$ cat config.mk
export PLATFORM = sky130hd
export DESIGN_NAME = muldiv_unit
export DESIGN_NICKNAME = d
export VERILOG_FILES = /design/src/rtl/muldiv_unit.sv
export SDC_FILE = /design/constraint.sdc
export NUM_CORES = 2
export LEC_CHECK = 0
export BUFFER_PORTS_ARGS = -buffer_cell sky130_fd_sc_hd__buf_2
export CELL_PAD_IN_SITES_DETAIL_PLACEMENT = 0
export CELL_PAD_IN_SITES_GLOBAL_PLACEMENT = 1
export CORE_MARGIN = 4
export CORE_UTILIZATION = 40
export CTS_BUF_LIST = sky130_fd_sc_hd__clkbuf_8 sky130_fd_sc_hd__clkbuf_16
export CTS_CLUSTER_DIAMETER = 120
export DETAILED_ROUTE_END_ITERATION = 8
export GPL_TIMING_DRIVEN = 0
export PLACE_DENSITY_LB_ADDON = 0.1
export SLEW_MARGIN = 20
export SYNTH_ARGS = -nofsm -noshare
export SYNTH_HDL_FRONTEND = slang
export SYNTH_SLANG_ARGS = --single-unit
$ cat constraint.sdc
create_clock -name clk -period 4.85 [get_ports clk]
set_clock_uncertainty 0.15 [all_clocks]
set_input_delay 0.485 -clock clk [delete_from_list [all_inputs] [get_ports clk]]
set_output_delay 0.485 -clock clk [all_outputs]
set_load 0.1 [all_outputs]
$ cat src/rtl/muldiv_unit.sv
// muldiv_unit: iterative 64-bit RV64M multiply/divide; ports clk, reset, start, op, rs1_data, rs2_data, rd_in -> busy, done, result, rd_out
module muldiv_unit (
  input  logic        clk,
  input  logic        reset,
  input  logic        start,
  input  logic [2:0]  op,
  input  logic [63:0] rs1_data,
  input  logic [63:0] rs2_data,
  input  logic [4:0]  rd_in,
  output logic        busy,
  output logic        done,
  output logic [63:0] result,
  output logic [4:0]  rd_out
);
  typedef enum logic [1:0] {IDLE, CALC, ADJ, DONE} state_t;
  state_t state, next;
  logic [5:0]   cnt;
  logic [2:0]   op_r;
  logic [4:0]   rd_r;
  logic [63:0]  m;
  logic [127:0] acc;
  logic         neg_q, neg_r;
  logic         s1, s2, n1, n2;
  logic [63:0]  mag1, mag2;
  logic [64:0]  sum, t, diff;
  logic         ge;
  logic [127:0] mul_next, div_next, prod;
  logic [63:0]  res;
  always_ff @(posedge clk) state <= reset ? IDLE : next;
  always_comb begin
    next = state == IDLE ? (start ? CALC : IDLE) :
           state == CALC ? (cnt == 6'd63 ? ADJ : CALC) :
           state == ADJ  ? DONE : IDLE;
    busy = state == CALC || state == ADJ;
    done = state == DONE;
  end
  // Signedness decode: rs2 is unsigned for MULHSU/MULHU and the U divides.
  always_comb begin
    s1   = op[2] ? !op[0] : !(op[1] & op[0]);
    s2   = op[2] ? !op[0] : !op[1];
    n1   = s1 & rs1_data[63];
    n2   = s2 & rs2_data[63];
    mag1 = n1 ? -rs1_data : rs1_data;
    mag2 = n2 ? -rs2_data : rs2_data;
  end
  // acc holds {partial product, multiplier} for multiply and {remainder, quotient} for divide.
  always_comb begin
    sum      = {1'b0, acc[127:64]} + (acc[0] ? {1'b0, m} : 65'd0);
    mul_next = {sum, acc[63:1]};
    t        = {acc[127:64], acc[63]};
    ge       = t >= {1'b0, m};
    diff     = t - {1'b0, m};
    div_next = {ge ? diff[63:0] : t[63:0], acc[62:0], ge};
    prod     = neg_q ? -acc : acc;
    res      = op_r[2] ? (op_r[1] ? (neg_r ? -acc[127:64] : acc[127:64])
                                  : (neg_q ? -acc[63:0] : acc[63:0]))
                       : (op_r[1:0] == 2'b00 ? prod[63:0] : prod[127:64]);
  end
  // Divide-by-zero keeps the all-ones quotient unsigned; signed overflow falls out of the magnitude path.
  always_ff @(posedge clk) begin
    if (reset) begin
      cnt    <= '0;
      op_r   <= '0;
      rd_r   <= '0;
      m      <= '0;
      acc    <= '0;
      neg_q  <= 1'b0;
      neg_r  <= 1'b0;
      result <= '0;
      rd_out <= '0;
    end else if (state == IDLE && start) begin
      cnt   <= '0;
      op_r  <= op;
      rd_r  <= rd_in;
      m     <= op[2] ? mag2 : mag1;
      acc   <= {64'd0, op[2] ? mag1 : mag2};
      neg_q <= (n1 ^ n2) & !(op[2] && rs2_data == 64'd0);
      neg_r <= n1;
    end else if (state == CALC) begin
      acc <= op_r[2] ? div_next : mul_next;
      cnt <= cnt + 6'd1;
    end else if (state == ADJ) begin
      result <= res;
      rd_out <= rd_r;
    end
  end
endmodule

==> results.md <==
* Drt pass-1 iters at 8
* Die area at 0.0790 mm2
* Int Pwr at 5440 uW
* Worst path max stage delay at 0.71 ns
* Peak VDD IR at 0.237 mV
* # port buffers at 209
* Async S/R FF share, synth at 0
* Number of synthesized flops with an enable pin at 0
* Top-Level Pins at 210
* Pwr/cell area at 290 mW/mm2
* Routability cong. at 1.07
* WL/cell at 31.2 um
* Xor/xnor share of the synthesized area at 0.120
* Top cell type's share of synthesized area at 0.187
* Most frequent cells in the layout: nand2_1 (521), a21oi_1 (440), nor2_1 (431), o21ai_0 (330), clkbuf_1 (295)
* Crit path DAT at 5.37 ns
* Failing checks: negative setup slack
* Max Used Layer: met4
* Std-Cell Rows at 99
* Max_slew headroom at 0.121
* Pleak at 0.0131 uW
* Post-synth cell types at 90
* RSZ-0062 raised after global routing: yes
* Yosys warns at 0
* Min-Delay Path Class: primary input to flop
* Hold Buf Count CTS at 0
* HPWL Detailed at 141 mm
* Cell family with most CP delay: simple AND/OR/NAND/NOR gates
* Comb pwr share at 0.426
* WL final at 174 mm
* HP Start: rd_in[2]
* Post-layout net count at 4858
* GRT Util Overall at 0.421
* Setup TNS at -0.280 ns
* First-pass GRT wire length at 242 mm
* Post-synthesis mux area share at 0.0383
* Final min period at 5.03 ns
* DR WL met2 at 71.1 mm
* DRT iter0 DRCs at 4866
* Crit path max fanout at 9
* Period Utilization, post-route at 1.04
* Met3 wire len at 20.8 mm
* Layout cells sized above 1 at 0.0894
* Adder-Cell Fraction of Synth Area at 0.0588
* CP Buf/Inv Count at 1
* Die H at 281 um
* Hold Vio Cnt, Final at 0
* Largest family of logic cells by synthesized area: compound AO/OA/AOI/OAI gates
* Compound-Gate Fraction of Synth Area at 0.302
* Clock power share at 0.309
* Status: finished, violations left
* Post-route DRC at 0
* Seq/Total Area, Yosys at 0.187
* Mapped Area at 0.0298 mm2
* Vias in the first global route at 32800
* Slew Viols, Final at 0
* NetSw at 4330 uW
* Num Clock Sinks at 279
* Max clock buf depth at 3
* Synth Area in Simple Gates at 0.231
* Final Util at 0.459
* Reg2reg setup slack at -0.18 ns
* Syn nets at 4610
* Setup Viol. Count Final at 4
* Critical Path Start Type: flop
* CTS root buf: clkbuf_16
* Critical path's slowest cell: or4_1
* Final global-route overflow total at 0
* Met1 wire length at 71.4 mm
* CP dominant cell by count: nor3_2
* Slew @ Worst Pin at 1.32 ns
* Commonest non-fill, non-tap cell in the layout: nand2_1
* RR Startpoint: acc[66]$_SDFFE_PP0P_
* Initial antenna violation count at 2
* Fmax at 0.199 GHz
* Die Width at 281 um
* Vias per cell at 6.45
* Synthesis-to-finish area growth at 12.9%
* Core area at 0.0735 mm2
* CP startpoint: acc[66]$_SDFFE_PP0P_
* Routed Antenna Nets at 0
* Setup crit end kind: flop
* Setup CP Type: flop to flop
* Max Cap Viol at 0
* Largest net degree at the start of global routing at 13
* Synthesized flop and latch total at 279
* Initial Util at 0.406
* Critical Path RT at 5.20 ns
* Synth area leader: dfxtp_1
* Sequential power share at 0.266
* Cells after Synth at 4332
* Final setup margin at -0.177 ns
* CP cell instances: clkbuf_1 > nor3_2 > nand3_1 > nor3_2 > and2_1 > nand4b_1 > or4_1 > o21ai_0 > nand2_1 > a311o_1 > a311oi_1
* Clock transition at the registers of the reported paths at 0.07 ns
* Number of CTS-inserted buffers at 37
* Synth top area cells: dfxtp_1 (19%), a21oi_1 (7.5%), nand2_1 (6.6%)
* Switching share of power at 0.443
* Syn Area/Cell at 6.89 um2
* H-tree depth at 2
* Clk_lat worst skew at 0.59 ns
* TritonCTS clock tree: yes
* Post-synth top flop: dfxtp_1
* Routed via count at 35900
worst paths after layout:
kind | end | cells after the start
worst max-delay path | result[63]$_SDFFE_PP0P_ | 11
worst min-delay path | rd_r[2]$_SDFFE_PP0P_ | 3
worst max register to register | result[63]$_SDFFE_PP0P_ | 11
worst min register to register | result[60]$_SDFFE_PP0P_ | 2
registers in the layout, indices dropped and copies added, names as in the netlist:
name    flops
acc       128
m          64
result     64
cnt         6
rd_out      5
rd_r        5
op_r        3
state       2
neg_q       1
neg_r       1
layout make-up:
cell class / instances / area, um2
inverters: 117 / 443
fillers: 7980 / 39800
well taps: 959 / 1200
plain buffers: 359 / 1420
clock inverters: 22 / 263
repair buffers: 219 / 1120
diodes: 4 / 10.0
clock buffers: 44 / 1030
multi-input cells: 3567 / 22600
flip-flops and latches: 279 / 5590
metrics by stage:
| step | hold WS, ns | cells | total power, uW | setup WS (ns) | area, um2 |
|---|---|---|---|---|---|
| after CTS | 0.0110 | 5569 | 9540 | -0.0134 | 33600 |
| after global placement | 0.280 | 5500 | 6560 | -1.66 | 32100 |
| after floorplan | 0.282 | 4332 | 4980 | 0.996 | 29800 |
| after detailed placement | 0.286 | 5500 | 6530 | -1.63 | 32100 |
| after global routing | 0.0236 | 5566 | 10000 | -0.00278 | 33700 |
| final | 0.0239 | 5570 | 9770 | -0.177 | 33700 |
power groups by stage:
stage / registers [uW] / logic, uW / clock network [uW]
after floorplan: 2550 / 2440 / 0
after global placement: 2630 / 3930 / 0
after detailed placement: 2630 / 3900 / 0
after CTS: 2580 / 3940 / 3010
after global routing: 2600 / 4320 / 3100
final: 2600 / 4160 / 3010
Yosys cell counts (22+ instances only):
master and count:
o221ai_1 33, o41ai_1 24, o22ai_1 25, mux2i_1 103
or3_1 49, nand2_1 521, a21o_1 84, inv_1 115
ha_1 137, nand3_1 73, a31oi_1 31, o21bai_1 22
and3_1 31, xnor2_1 202, nor2_1 432, buf_1 33
xor2_1 207, nand4_1 56, or2_2 26, or4_1 34
nor4_1 32, nor2b_1 27, o21ai_0 331, nor3_1 72
a21oi_1 449, a221oi_1 25, o31ai_1 64, o211ai_1 147
nand2b_1 46, a211oi_1 67, clkbuf_1 312, dfxtp_1 279
metal layers:
layer  up-vias  global-route usage
met5         -                   0
met4         0               0.203
met3       465               0.121
met2      2264               0.625
met1     17100               0.560
li1      16100                   -
tightest hold or removal path, delay by kind of cell:
family / cells / cell delay (ns)
AOI/OAI and AO/OA: 1 / 0.05
buffers and inverters: 1 / 0.10
and+or+nand+nor: 1 / 0.05
cells by family after synthesis:
family	after synthesis
AOI/OAI and AO/OA	1434
xor gates and xnor gates	409
adders and majority gates	139
buffers and inverters	486
DFF	279
muxes	113
and+or+nand+nor	1472
what timing repair did:
| item | 4_1_cts | 5_1_grt |
|---|---|---|
| endpoints found under the setup margin | 89 | 63 |
| pin swaps | 2 | 4 |
| setup buffers | 6 | 4 |
| resized for setup | 37 | 25 |
No activity file was read; power rests on OpenSTA's default activity.
